## src/rtl/core_pkg.sv

```systemverilog
// Shared opcode map, FSM state encoding and write-back select codes for the 8-bit core sequencer.
package core_pkg;

  localparam logic [2:0] OP_LOGIC = 3'b000;
  localparam logic [2:0] OP_BLT   = 3'b001;
  localparam logic [2:0] OP_LOAD  = 3'b010;
  localparam logic [2:0] OP_ARITH = 3'b011;
  localparam logic [2:0] OP_SHIFT = 3'b100;
  localparam logic [2:0] OP_BEQ   = 3'b101;
  localparam logic [2:0] OP_STORE = 3'b110;
  localparam logic [2:0] OP_JMP   = 3'b111;

  typedef enum logic [2:0] {
    IDLE   = 3'd0,
    FETCH  = 3'd1,
    DECODE = 3'd2,
    EXEC   = 3'd3,
    MEM    = 3'd4,
    WB     = 3'd5,
    HALT   = 3'd6
  } state_t;

  localparam logic [1:0] WB_ALU  = 2'd0;
  localparam logic [1:0] WB_LOAD = 2'd1;
  localparam logic [1:0] WB_MOVE = 2'd2;

  // JMP shares opcode 111 with MOVE; fn bit (instr[3]) selects JMP.
  function automatic logic is_jump(input logic [7:0] ins);
    return (ins[2:0] == OP_JMP) && ins[3];
  endfunction

endpackage

```

## src/rtl/core_sequencer_pc_unit.sv

```systemverilog
// pc_unit: PC and instruction-PC registers, +1 on fetch, sign-extended branch/jump target.
// Latency: pc updates on the clock after fetch_ack/take. Backpressure: none, pure register.
// Arithmetic is modulo 2^PC_W in both directions.
module pc_unit #(
  parameter int              PC_W     = 8,
  parameter logic [PC_W-1:0] RESET_PC = '0
) (
  input  logic            clk,
  input  logic            rst_n,
  input  logic            fetch_ack,
  input  logic            take,
  input  logic [3:0]      imm,
  input  logic            wide_imm,
  output logic [PC_W-1:0] pc
);

  logic [PC_W-1:0] ipc;
  logic [PC_W-1:0] offset;
  logic [PC_W-1:0] target;
  logic [PC_W-1:0] pc_inc;

  // Branches use a 3-bit offset, jumps the full 4 bits; both relative to the fetched PC.
  always_comb begin
    offset = {{(PC_W-3){imm[2]}}, imm[2:0]};
    if (wide_imm) begin
      offset = {{(PC_W-4){imm[3]}}, imm};
    end
  end

  assign target = ipc + offset;
  assign pc_inc = pc + {{(PC_W-1){1'b0}}, 1'b1};

  always_ff @(posedge clk or negedge rst_n) begin
    if (!rst_n) begin
      pc  <= RESET_PC;
      ipc <= RESET_PC;
    end else if (fetch_ack) begin
      ipc <= pc;
      pc  <= pc_inc;
    end else if (take) begin
      pc <= target;
    end
  end

endmodule

```

## src/rtl/core_sequencer.sv

```systemverilog
// core_sequencer: multi-cycle fetch/decode/exec/mem/wb control FSM for the 8-bit core.
// Latency (zero-wait memories): branch/jump 3, ALU/MOVE 4, STORE 4, LOAD 5 cycles.
// Backpressure: FETCH and MEM hold their request until ack; SINGLE_STEP_EN adds a step input.
module core_sequencer
  import core_pkg::*;
#(
  parameter int              PC_W     = 8,
  parameter logic [PC_W-1:0] RESET_PC = '0
) (
  input  logic            clk,
  input  logic            rst_n,
  input  logic            run,
`ifdef SINGLE_STEP_EN
  input  logic            step,
`endif
  output logic            imem_req,
  output logic [PC_W-1:0] imem_addr,
  input  logic            imem_ack,
  input  logic [7:0]      imem_rdata,
  output logic [7:0]      instr,
  input  logic [3:0]      imm,
  input  logic            cmp_eq,
  input  logic            cmp_lt,
  output logic            alu_en,
  output logic            dmem_req,
  output logic            dmem_we,
  input  logic            dmem_ack,
  output logic            rf_we,
  output logic [1:0]      wb_sel,
  output logic [PC_W-1:0] pc,
  output logic            halted,
  output logic [2:0]      state
);

  state_t     cur;
  state_t     nxt;
  state_t     retire_st;
  logic [2:0] op;
  logic       jmp;
  logic       br_taken;
  logic       take;
  logic       fetch_ack;
  logic       start;
  logic       park;

  assign op  = instr[2:0];
  assign jmp = is_jump(instr);

`ifdef SINGLE_STEP_EN
  logic step_q;
  logic unused_run;

  assign unused_run = run;

  always_ff @(posedge clk or negedge rst_n) begin
    if (!rst_n) begin
      step_q <= 1'b0;
    end else begin
      step_q <= step;
    end
  end

  // One instruction per rising edge of step; always park afterwards.
  assign start = step & ~step_q;
  assign park  = 1'b1;
`else
  assign start = run;
  assign park  = ~run;
`endif

  assign retire_st = park ? IDLE : FETCH;
  assign br_taken  = ((op == OP_BLT) && cmp_lt) || ((op == OP_BEQ) && cmp_eq);
  assign take      = (cur == EXEC) && (br_taken || jmp);
  assign fetch_ack = (cur == FETCH) && imem_ack;

  always_ff @(posedge clk or negedge rst_n) begin
    if (!rst_n) begin
      cur <= IDLE;
    end else begin
      cur <= nxt;
    end
  end

  always_ff @(posedge clk or negedge rst_n) begin
    if (!rst_n) begin
      instr <= 8'h00;
    end else if (fetch_ack) begin
      instr <= imem_rdata;
    end
  end

  // Strobes decode from the registered state only, so reset drops them asynchronously.
  always_comb begin
    nxt      = cur;
    imem_req = 1'b0;
    dmem_req = 1'b0;
    dmem_we  = 1'b0;
    alu_en   = 1'b0;
    rf_we    = 1'b0;
    wb_sel   = WB_ALU;
    halted   = 1'b0;
    case (cur)
      IDLE: begin
        if (start) begin
          nxt = FETCH;
        end
      end
      FETCH: begin
        imem_req = 1'b1;
        if (imem_ack) begin
          nxt = DECODE;
        end
      end
      DECODE: begin
        nxt = EXEC;
      end
      EXEC: begin
        alu_en = 1'b1;
        case (op)
          OP_LOAD, OP_STORE: nxt = MEM;
          OP_BLT, OP_BEQ:    nxt = retire_st;
          OP_JMP: begin
            if (!jmp) begin
              nxt = WB;
            end else if (imm == 4'h0) begin
              nxt = HALT;
            end else begin
              nxt = retire_st;
            end
          end
          default:           nxt = WB;
        endcase
      end
      MEM: begin
        dmem_req = 1'b1;
        dmem_we  = (op == OP_STORE);
        if (dmem_ack) begin
          nxt = (op == OP_LOAD) ? WB : retire_st;
        end
      end
      WB: begin
        rf_we = 1'b1;
        if (op == OP_LOAD) begin
          wb_sel = WB_LOAD;
        end else if (op == OP_JMP) begin
          wb_sel = WB_MOVE;
        end
        nxt = retire_st;
      end
      HALT: begin
        halted = 1'b1;
      end
      default: begin
        nxt = IDLE;
      end
    endcase
  end

  pc_unit #(
    .PC_W    (PC_W),
    .RESET_PC(RESET_PC)
  ) u_pc (
    .clk      (clk),
    .rst_n    (rst_n),
    .fetch_ack(fetch_ack),
    .take     (take),
    .imm      (imm),
    .wide_imm (jmp),
    .pc       (pc)
  );

  assign imem_addr = pc;
  assign state     = cur;

endmodule
```

## config.mk

```make
export PLATFORM = sky130hd
export DESIGN_NAME = core_sequencer
export DESIGN_NICKNAME = d
export VERILOG_FILES = /design/src/rtl/core_pkg.sv /design/src/rtl/core_sequencer_pc_unit.sv /design/src/rtl/core_sequencer.sv
export SDC_FILE = /design/constraint.sdc
export NUM_CORES = 1
export LEC_CHECK = 0
export BUFFER_PORTS_ARGS = -buffer_cell sky130_fd_sc_hd__buf_2
export CORE_ASPECT_RATIO = 0.6
export CORE_MARGIN = 5
export CORE_UTILIZATION = 45
export CTS_CLUSTER_SIZE = 28
export DETAILED_ROUTE_END_ITERATION = 7
export PLACE_DENSITY = 0.71
export RECOVER_POWER = 25
export SETUP_SLACK_MARGIN = 0.02
export SLEW_MARGIN = 40
export SYNTH_ARGS = -nofsm -noshare
export SYNTH_HDL_FRONTEND = slang
export SYNTH_SLANG_ARGS = --single-unit
```

## constraint.sdc

```tcl
create_clock -name clk -period 2.8 [get_ports clk]
set_input_delay 0.28 -clock clk [delete_from_list [all_inputs] [get_ports clk]]
set_output_delay 0.28 -clock clk [all_outputs]
set_load 0.01 [all_outputs]
```

# [After elaboration in Yosys (flattened, before gate mapping)]
# Index checks and enable logic that the tools add are counted.
[totals] mem_bits_ro=0 out_inout_bits=35 memories=0 reg_bits=27 ram_bits=0 inputBits=19 latch_bits=0
[op_classes] n_bitwise=1 eq_ne=14 addsub=2 div=0 n_mux=21 multipliers=0 shifts=0 order_cmp=0 n_reduce_logical=13
[op_table] operator="two-way mux 8 bit" count=3
[op_table] operator="case mux 3 bit (7 select lines)" count=1
[op_table] operator="== test 3 bit, second input constant" count=6
[op_table] operator="two-way mux 3 bit" count=6
[op_table] operator="== test 3 x 2 -> 1 bit, second input constant" count=3
[op_table] operator="case mux 3 bit (3 select lines)" count=1
[op_table] operator="adder 8 x 1 -> 8 bit, second input constant" count=1
[op_table] operator="adder 8 bit" count=1
[op_table] operator="two-way mux 1 bit" count=7
[op_table] operator="== test 3 x 1 -> 1 bit, second input constant" count=2
[op_table] operator="two-way mux 2 bit" count=3
[op_table] operator="!= test 2 bit, second input constant" count=3
[op_table] operator="logical AND 1 bit" count=5
[op_table] operator="logical NOT 4 bit" count=1
[op_table] operator="AND reduction 4 bit" count=1
[op_table] operator="OR reduction 2 bit" count=2
[op_table] operator="logical NOT 3 bit" count=1
[op_table] operator="logical OR 1 bit" count=2
[op_table] operator="nonzero test 2 bit" count=1
[op_table] operator="inverter 1 bit" count=1

# [Longest topological paths before layout]
# Gate-level depths: netlist of run 1.
[logic_depth] depth_word=7 ltp_mapped=9 depth_no_buf=9

# [Hierarchy]
# Synthesis of run 1 repeated with hierarchy kept, for this count alone.
[unflattened] hier_cells=189 area_unflattened_um2=1811.7
[modules_own_cells] module="pc_unit" instances=1 area_each_um2=1062.3 cells_per_inst=112 seq_area_each_um2=400.4
[modules_own_cells] module="core_sequencer" instances=1 area_each_um2=749.5 cells_per_inst=77 seq_area_each_um2=275.3

# [Least setup slack after synthesis of run 1]
# Ideal clock, no wire load.
[synth_path] path_type="flip-flop to flip-flop" startpoint="register instr[2]" endpoint="register u_pc.pc[7]" t_arrival_ns=2.124 stages_incl_launch_ff=10 setup_time_ns=0.087 t_required_ns=2.713 path_slack_ns=0.590 cell_sequence="dfrtp_1 buf_2 nand4_2 mux2_4 ha_1 a21o_1 a31oi_1 o21ai_1 xnor2_1 a211oi_2"
[synth_between] elab_chain_len=6 word_cells_on_any_way=14 cone_classes="add/sub: 1; eq/ne: 3; mux: 3; reduce/logical: 7"
[synth_lines] element="start, declared" line="core_sequencer.sv:20" text="output logic [7:0] instr,"
[synth_lines] element="start signal, assigned" line="core_sequencer.sv:88" text="instr <= imem_rdata;"
[synth_lines] element="== test 3 bit, or another cell as far along" line="core_pkg.sv:29" text="return (ins[2:0] == OP_JMP) && ins[3];"
[synth_lines] element="logical AND 1 bit (on tied branches)" line="core_pkg.sv:29, core_sequencer.sv:72"
[synth_lines] element="two-way mux 8 bit or logical OR 1 bit (tied branches)" line="core_sequencer_pc_unit.sv:25, core_sequencer.sv:72"
[synth_lines] element="adder 8 bit or logical OR 1 bit (tied branches)" line="core_sequencer_pc_unit.sv:30, core_sequencer.sv:73"
[synth_lines] element="two-way mux 8 bit or logical AND 1 bit (tied branches)" line="core_sequencer_pc_unit.sv:40, core_sequencer.sv:73"
[synth_lines] element="two-way mux 8 bit or nonzero test 2 bit (tied branches)"
[synth_lines] element="end signal, assigned" line="core_sequencer_pc_unit.sv:39" text="pc <= pc_inc;"
[synth_lines] element="end signal, assigned" line="core_sequencer_pc_unit.sv:41" text="pc <= target;"
[synth_lines] element="end, declared" line="core_sequencer_pc_unit.sv:14" text="output logic [PC_W-1:0] pc"
# Parallel ways exist; a longest one is shown, timed or not. The select of a mux whose other input is x is not followed.
# A chain may end at the register's enable or synchronous reset.

# [Final worst setup path of run 1]
[layout_path] startpoint="register instr[0]" endpoint="register u_pc.pc[7]"
# The elaborated chain is that of the path after synthesis.

==> impl_metrics.py, run 1 <==
metrics = {
    "run_status": {
        "outcome": "finished, final reports clean",
    },
    "drt": {
        "vias": 1557,
        "antenna_left": 0,
        "via_per_inst": 5.21,
        "remaining_drc_errors": 0,
        "wirelength_um": 4190,
        "drt_iter0_markers": 87,
        "post_drt_wl_per_cell_um": 14.0,
        "dr.pass1.iters": 4,
    },
    "timing": {
        "finalCriticalPeriod_ns": 2.43,
        "fin_crit_sh": 0.866,
        "fin_setup_tns_ns": 0,
        "grt_setup_unrepaired": "false",
        "setup_slack_ns": 0.374,
        "hold_slack_ns": 0.189,
        "maxSlewViolCount": 0,
        "tightest_slew_ns": 1.39,
        "hold_viol": 0,
        "slew_headroom": 0.0709,
        "setup_viol": 0,
        "max_freq_mhz": 412,
        "fin_worst_skew_ns": 0.00432,
    },
    "setup_path": {
        "end_kind": "register",
        "cp_slowest_stage_delay_ns": 0.58,
        "crit_path_start_kind": "register",
        "path_delay_family": "compound AO/OA/AOI/OAI gates",
        "path_max_fanout": 11,
        "cp_cell_sequence": "nand4_2 -> mux2_4 -> ha_1 -> a21o_1 -> a31oi_1 -> o21ai_1 -> xnor2_1 -> a211oi_2",
        "slowest_stage": "dfrtp_1",
        "worst_ep_required_time_ns": 3.00,
        "worst-path-buf-inv": 0,
        "crit_arrival_ns": 2.62,
        "criticalPathCategory": "reg2reg",
    },
    "logic_synthesis": {
        "ys_types": 46,
        "synth-seq-cells": 27,
        "seq_area_frac_synth": 0.373,
        "synth-edff-count": 0,
        "synthFlopType": "dfrtp_1",
        "syn-cell-area_sq_um": 1810,
        "syn-num-nets": 240,
        "syn_area_per_cell_sq_um": 8.59,
        "yosysWarnings": 0,
        "netlist_instances": 211,
        "async_flop_share": 1.00,
    },
    "clock_network": {
        "cts.sinks": 27,
        "cts_tree": "built",
        "clkLatencyLatePin_ns": 0.27,
        "root_buffer": "clkbuf_8",
        "post_cts_buffers": 0,
        "htree_levels": 1,
        "cts_buffers": 3,
        "path_clk_slew_ns": 0.09,
        "hold_buffers": 0,
        "cts_buffer_depth": 2,
        "cts_resized": 0,
    },
    "placed_design": {
        "place.port_buffers": 53,
        "gp_routability_congestion": 0.855,
        "dp_slack_ns": 0.384,
        "dpl.cell_count": 295,
        "hpwl_um": 3270,
    },
    "final_layout": {
        "drive_above_1_share": 0.286,
        "syn_to_final_growth_pct": 13.8,
        "instances_no_fill": 299,
        "final_nets": 282,
        "antenna_cells": 0,
        "final_core_util": 0.548,
    },
    "global_route": {
        "grt_pass1_vias": 1460,
        "grt_pass1_wl_um": 7030,
        "grt_max_degree": 28,
        "antenna_found_initial": 0,
        "grt.total_usage": 0.162,
        "grt.overflow.total": 0,
    },
    "power_and_ir_drop": {
        "p_switching_mw": 1.04,
        "power_density_nw_per_um2": 1080,
        "p_leak_nw": 1.05,
        "pwr-share-comb": 0.526,
        "power.share.switching": 0.470,
        "sequentialPowerShare": 0.374,
        "internal_power_mw": 1.18,
        "peakVddDrop_uv": 465,
        "clock_power_share": 0.100,
    },
    "floorplanning": {
        "pin_count": 54,
        "die_width_um": 91.9,
        "rows": 17,
        "initial_core_util": 0.481,
        "core-area_sq_um": 3760,
        "die_y_um": 59.2,
        "die_area_sq_um": 5440,
    },
    "min_path": {
        "hold_class": "in2reg",
    },
    "job": {
        "maxCapViolCount": 0,
    },
}
## path summary, 6_finish.rpt
check | start | endpoint | slack [ns] | cells after the start
min in group asynchronous | rst_n | state[0]$_DFFE_PN0P_ | 0.31 | 1
min | imem_rdata[4] | instr[4]$_DFFE_PN0P_ | 0.19 | 3
max reg2reg | instr[0]$_DFFE_PN0P_ | u_pc.pc[7]$_DFFE_PN0P_ | 0.37 | 8
min reg2reg | instr[6]$_DFFE_PN0P_ | instr[6]$_DFFE_PN0P_ | 0.48 | 2
max | instr[0]$_DFFE_PN0P_ | u_pc.pc[7]$_DFFE_PN0P_ | 0.37 | 8
max in group asynchronous | rst_n | instr[7]$_DFFE_PN0P_ | 1.68 | 1
## Yosys cell counts (3+ instances only)
library cell | instances | area share
nand2_1 | 56 | 0.12
dfrtp_1 | 27 | 0.37
a21oi_1 | 15 | 0.041
buf_4 | 11 | 0.046
nor2_1 | 11 | 0.023
ha_1 | 9 | 0.062
nand3_1 | 8 | 0.022
inv_1 | 7 | 0.015
buf_2 | 4 | 0.011
o21ai_0 | 4 | 0.011
o21ai_1 | 4 | 0.011
xor2_1 | 4 | 0.019
a31oi_1 | 3 | 0.010
o211ai_1 | 3 | 0.012
## logic make-up after synthesis
group	count (synthesis)	share of synthesized area
compound gates	44	0.165
flops	27	0.373
fa+ha+maj	10	0.0732
mux	3	0.0193
buf+inv	25	0.0856
simple gates	95	0.246
xor+xnor	7	0.0380
## tightest hold or removal path: stages
cell and delay [ns]:
buf_2 0.07, nand2_1 0.04, nand2_1 0.04
## layout by cell type (no fill, tap or decap), types with 4 or more instances in the layout
cell     netlist  layout
nor2_1        11      11
a21oi_1       15      15
buf_2          4      52
inv_1          7       7
ha_1           9       9
o21ai_1        4       4
xor2_1         4       4
nand3_1        8       8
o21ai_0        4       4
nand2_1       56      56
dfrtp_1       27      27
## cell type report
| type | instances | area, sq um |
|---|---|---|
| Clock buffer | 4 | 45.0 |
| Tap cell | 47 | 58.8 |
| Fill cell | 366 | 1700 |
| Inverter | 8 | 30.0 |
| Timing Repair Buffer | 54 | 272 |
| Multi-Input combinational cell | 159 | 981 |
| Sequential cell | 27 | 676 |
## metal layers
layer	track usage	vias up	wire (um)
met5	0	-	0
met4	0.0423	0	36
met3	0.0508	4	429
met2	0.216	65	1570
met1	0.247	691	2150
li1	-	797	-
## power groups by stage
stage | logic, mW | clock network [mW] | registers [mW]
2_1_floorplan | 0.928 | 0 | 0.795
3_3_place_gp | 1.16 | 0 | 0.829
3_5_place_dp | 1.17 | 0 | 0.833
4_1_cts | 1.18 | 0.228 | 0.830
5_1_grt | 1.32 | 0.237 | 0.872
6_report | 1.17 | 0.221 | 0.830
## through the flow
stage | total power, mW | instance area, sq um
6_report | 2.22 | 2060
5_1_grt | 2.43 | 2060
4_1_cts | 2.23 | 2060
3_5_place_dp | 2.01 | 2020
3_3_place_gp | 1.99 | 2020
2_1_floorplan | 1.72 | 1810
## state kept, by name, indices dropped and copies added (netlist names)
signal	cells
u_pc.pc	8
u_pc.ipc	8
state	3
instr	8
No activity file was read; power rests on OpenSTA's default activity.
==> inputs of run 2 (changes only) <==
--- a/config.mk
+++ b/config.mk
@@ -8,10 +8,10 @@
 export BUFFER_PORTS_ARGS = -buffer_cell sky130_fd_sc_hd__buf_2
 export CORE_ASPECT_RATIO = 0.6
 export CORE_MARGIN = 5
-export CORE_UTILIZATION = 45
+export CORE_UTILIZATION = 51
 export CTS_CLUSTER_SIZE = 28
 export DETAILED_ROUTE_END_ITERATION = 7
-export PLACE_DENSITY = 0.71
+export PLACE_DENSITY = 0.79
 export RECOVER_POWER = 25
 export SETUP_SLACK_MARGIN = 0.02
 export SLEW_MARGIN = 40
==> impl_metrics.py, run 2 (synthesis gave the netlist of run 1 again) <==
metrics = {
    "clock_network": {
        "post_cts_buffers": 0,
        "htree_levels": 1,
        "cts_buffer_depth": 2,
        "root_buffer": "clkbuf_8",
        "path_clk_slew_ns": 0.09,
        "hold_buffers": 0,
        "clkLatencyLatePin_ns": 0.28,
        "cts_buffers": 3,
        "cts.sinks": 27,
        "cts_tree": "built",
        "cts_resized": 0,
    },
    "setup_path": {
        "path_delay_family": "compound AO/OA/AOI/OAI gates",
        "crit_arrival_ns": 2.63,
        "path_max_fanout": 11,
        "crit_path_start_kind": "register",
        "worst-path-buf-inv": 0,
        "slowest_stage": "dfrtp_1",
        "worst_ep_required_time_ns": 3.00,
        "cp_slowest_stage_delay_ns": 0.58,
        "reg2reg_setup_slack_ns": 0.38,
        "cp_cell_sequence": "nand4_2 -> mux2_4 -> ha_1 -> a21o_1 -> a31oi_1 -> o21ai_1 -> xnor2_1 -> a211oi_2",
        "end_kind": "register",
        "criticalPathCategory": "reg2reg",
    },
    "final_layout": {
        "final-seq-area_sq_um": 676,
        "fillers": 302,
        "multiInputGateArea_sq_um": 981,
        "drive_above_1_share": 0.286,
        "final_nets": 282,
        "syn_to_final_growth_pct": 13.7,
        "reg.largest.list": "instr x8, u_pc.ipc x8, u_pc.pc x8",
        "final_cell_mix": "nand2_1, buf_2, dfrtp_1, a21oi_1, nor2_1",
        "final_common_cell": "nand2_1",
        "antenna_cells": 0,
        "final_core_util": 0.616,
    },
    "global_route": {
        "grt_max_degree": 28,
        "antenna_found_initial": 0,
        "grt_pass1_wl_um": 7180,
        "grt.total_usage": 0.185,
        "grt_pass1_vias": 1475,
        "grt.overflow.total": 0,
    },
    "power_and_ir_drop": {
        "internal_power_mw": 1.18,
        "p_leak_nw": 1.05,
        "peakVddDrop_uv": 583,
        "clock_power_share": 0.101,
        "power.share.switching": 0.474,
        "p_switching_mw": 1.06,
        "power_mw": 2.23,
        "pwr-share-comb": 0.528,
        "power_density_nw_per_um2": 1080,
        "sequentialPowerShare": 0.372,
    },
    "timing": {
        "max_freq_mhz": 412,
        "fin_setup_tns_ns": 0,
        "grt_setup_unrepaired": "false",
        "fin_worst_skew_ns": 0.00604,
        "finalCriticalPeriod_ns": 2.42,
        "hold_slack_ns": 0.190,
        "slew_headroom": 0.0420,
        "tightest_slew_ns": 1.44,
        "hold_viol": 0,
        "fin_crit_sh": 0.866,
        "setup_viol": 0,
        "maxSlewViolCount": 0,
    },
    "drt": {
        "via_per_inst": 5.35,
        "drt_iter0_markers": 124,
        "remaining_drc_errors": 0,
        "dr.pass1.iters": 4,
        "vias": 1590,
        "post_drt_wl_per_cell_um": 14.3,
        "wirelength_um": 4250,
        "antenna_left": 0,
    },
    "floorplanning": {
        "pin_count": 54,
        "die_y_um": 56.2,
        "core-area_sq_um": 3340,
        "rows": 16,
        "initial_core_util": 0.542,
        "die_width_um": 86.9,
        "die_area_sq_um": 4880,
    },
    "placed_design": {
        "place.port_buffers": 53,
        "gp_routability_congestion": 0.809,
        "hpwl_um": 3230,
    },
    "run_status": {
        "outcome": "finished, final reports clean",
    },
    "job": {
        "maxCapViolCount": 0,
    },
    "min_path": {
        "hold_class": "in2reg",
    },
}
## run 2: final cells by class
cell class | count | area share
multi-input combinational | 159 | 0.476
clock buffer | 4 | 0.0219
tap | 45 | 0.0273
timing repair buffer | 54 | 0.132
inverter | 8 | 0.0146
sequential | 27 | 0.328
## run 2: per-stage QoR
step	instance area [sq um]	setup slack, ns	cells
4_1_cts	2060	0.379	297
5_1_grt	2060	0.184	297
6_report	2060	0.375	297
3_3_place_gp	2020	0.452	293
2_1_floorplan	1810	0.590	211
3_5_place_dp	2020	0.396	293
## run 2: path summary, 6_finish.rpt
check / startpoint / end / depth (start not counted)
max: instr[0]$_DFFE_PN0P_ / u_pc.pc[7]$_DFFE_PN0P_ / 8
min: imem_rdata[1] / instr[1]$_DFFE_PN0P_ / 3
max reg2reg: instr[0]$_DFFE_PN0P_ / u_pc.pc[7]$_DFFE_PN0P_ / 8
min reg2reg: instr[7]$_DFFE_PN0P_ / instr[7]$_DFFE_PN0P_ / 2
max in group asynchronous: rst_n / u_pc.ipc[3]$_DFFE_PN0P_ / 1
min in group asynchronous: rst_n / state[0]$_DFFE_PN0P_ / 1
## run 2: power by group through the flow
| stage | Combinational [mW] | Clock [mW] | Sequential (mW) |
|---|---|---|---|
| global route | 1.32 | 0.249 | 0.872 |
| global placement | 1.16 | 0 | 0.827 |
| finish | 1.18 | 0.225 | 0.830 |
| CTS | 1.18 | 0.229 | 0.827 |
| detailed placement | 1.17 | 0 | 0.831 |
| floorplan | 0.928 | 0 | 0.795 |
## run 2: routing by layer
layer  part of all wire  up-vias  global-route usage
li1                   -      798                   -
met1               0.51      731               0.289
met2               0.40       61               0.250
met3              0.089        0              0.0503
met4                  0        0              0.0378
met5                  0        -                   0
## run 2: worst reg2reg max path: cells and delay by family, from the launching register on
family | cells | cell delay (ns)
xor+xnor | 1 | 0.15
compound gates | 4 | 0.74
simple gates | 1 | 0.18
fa+ha+maj | 1 | 0.34
flops | 1 | 0.58
mux | 1 | 0.38
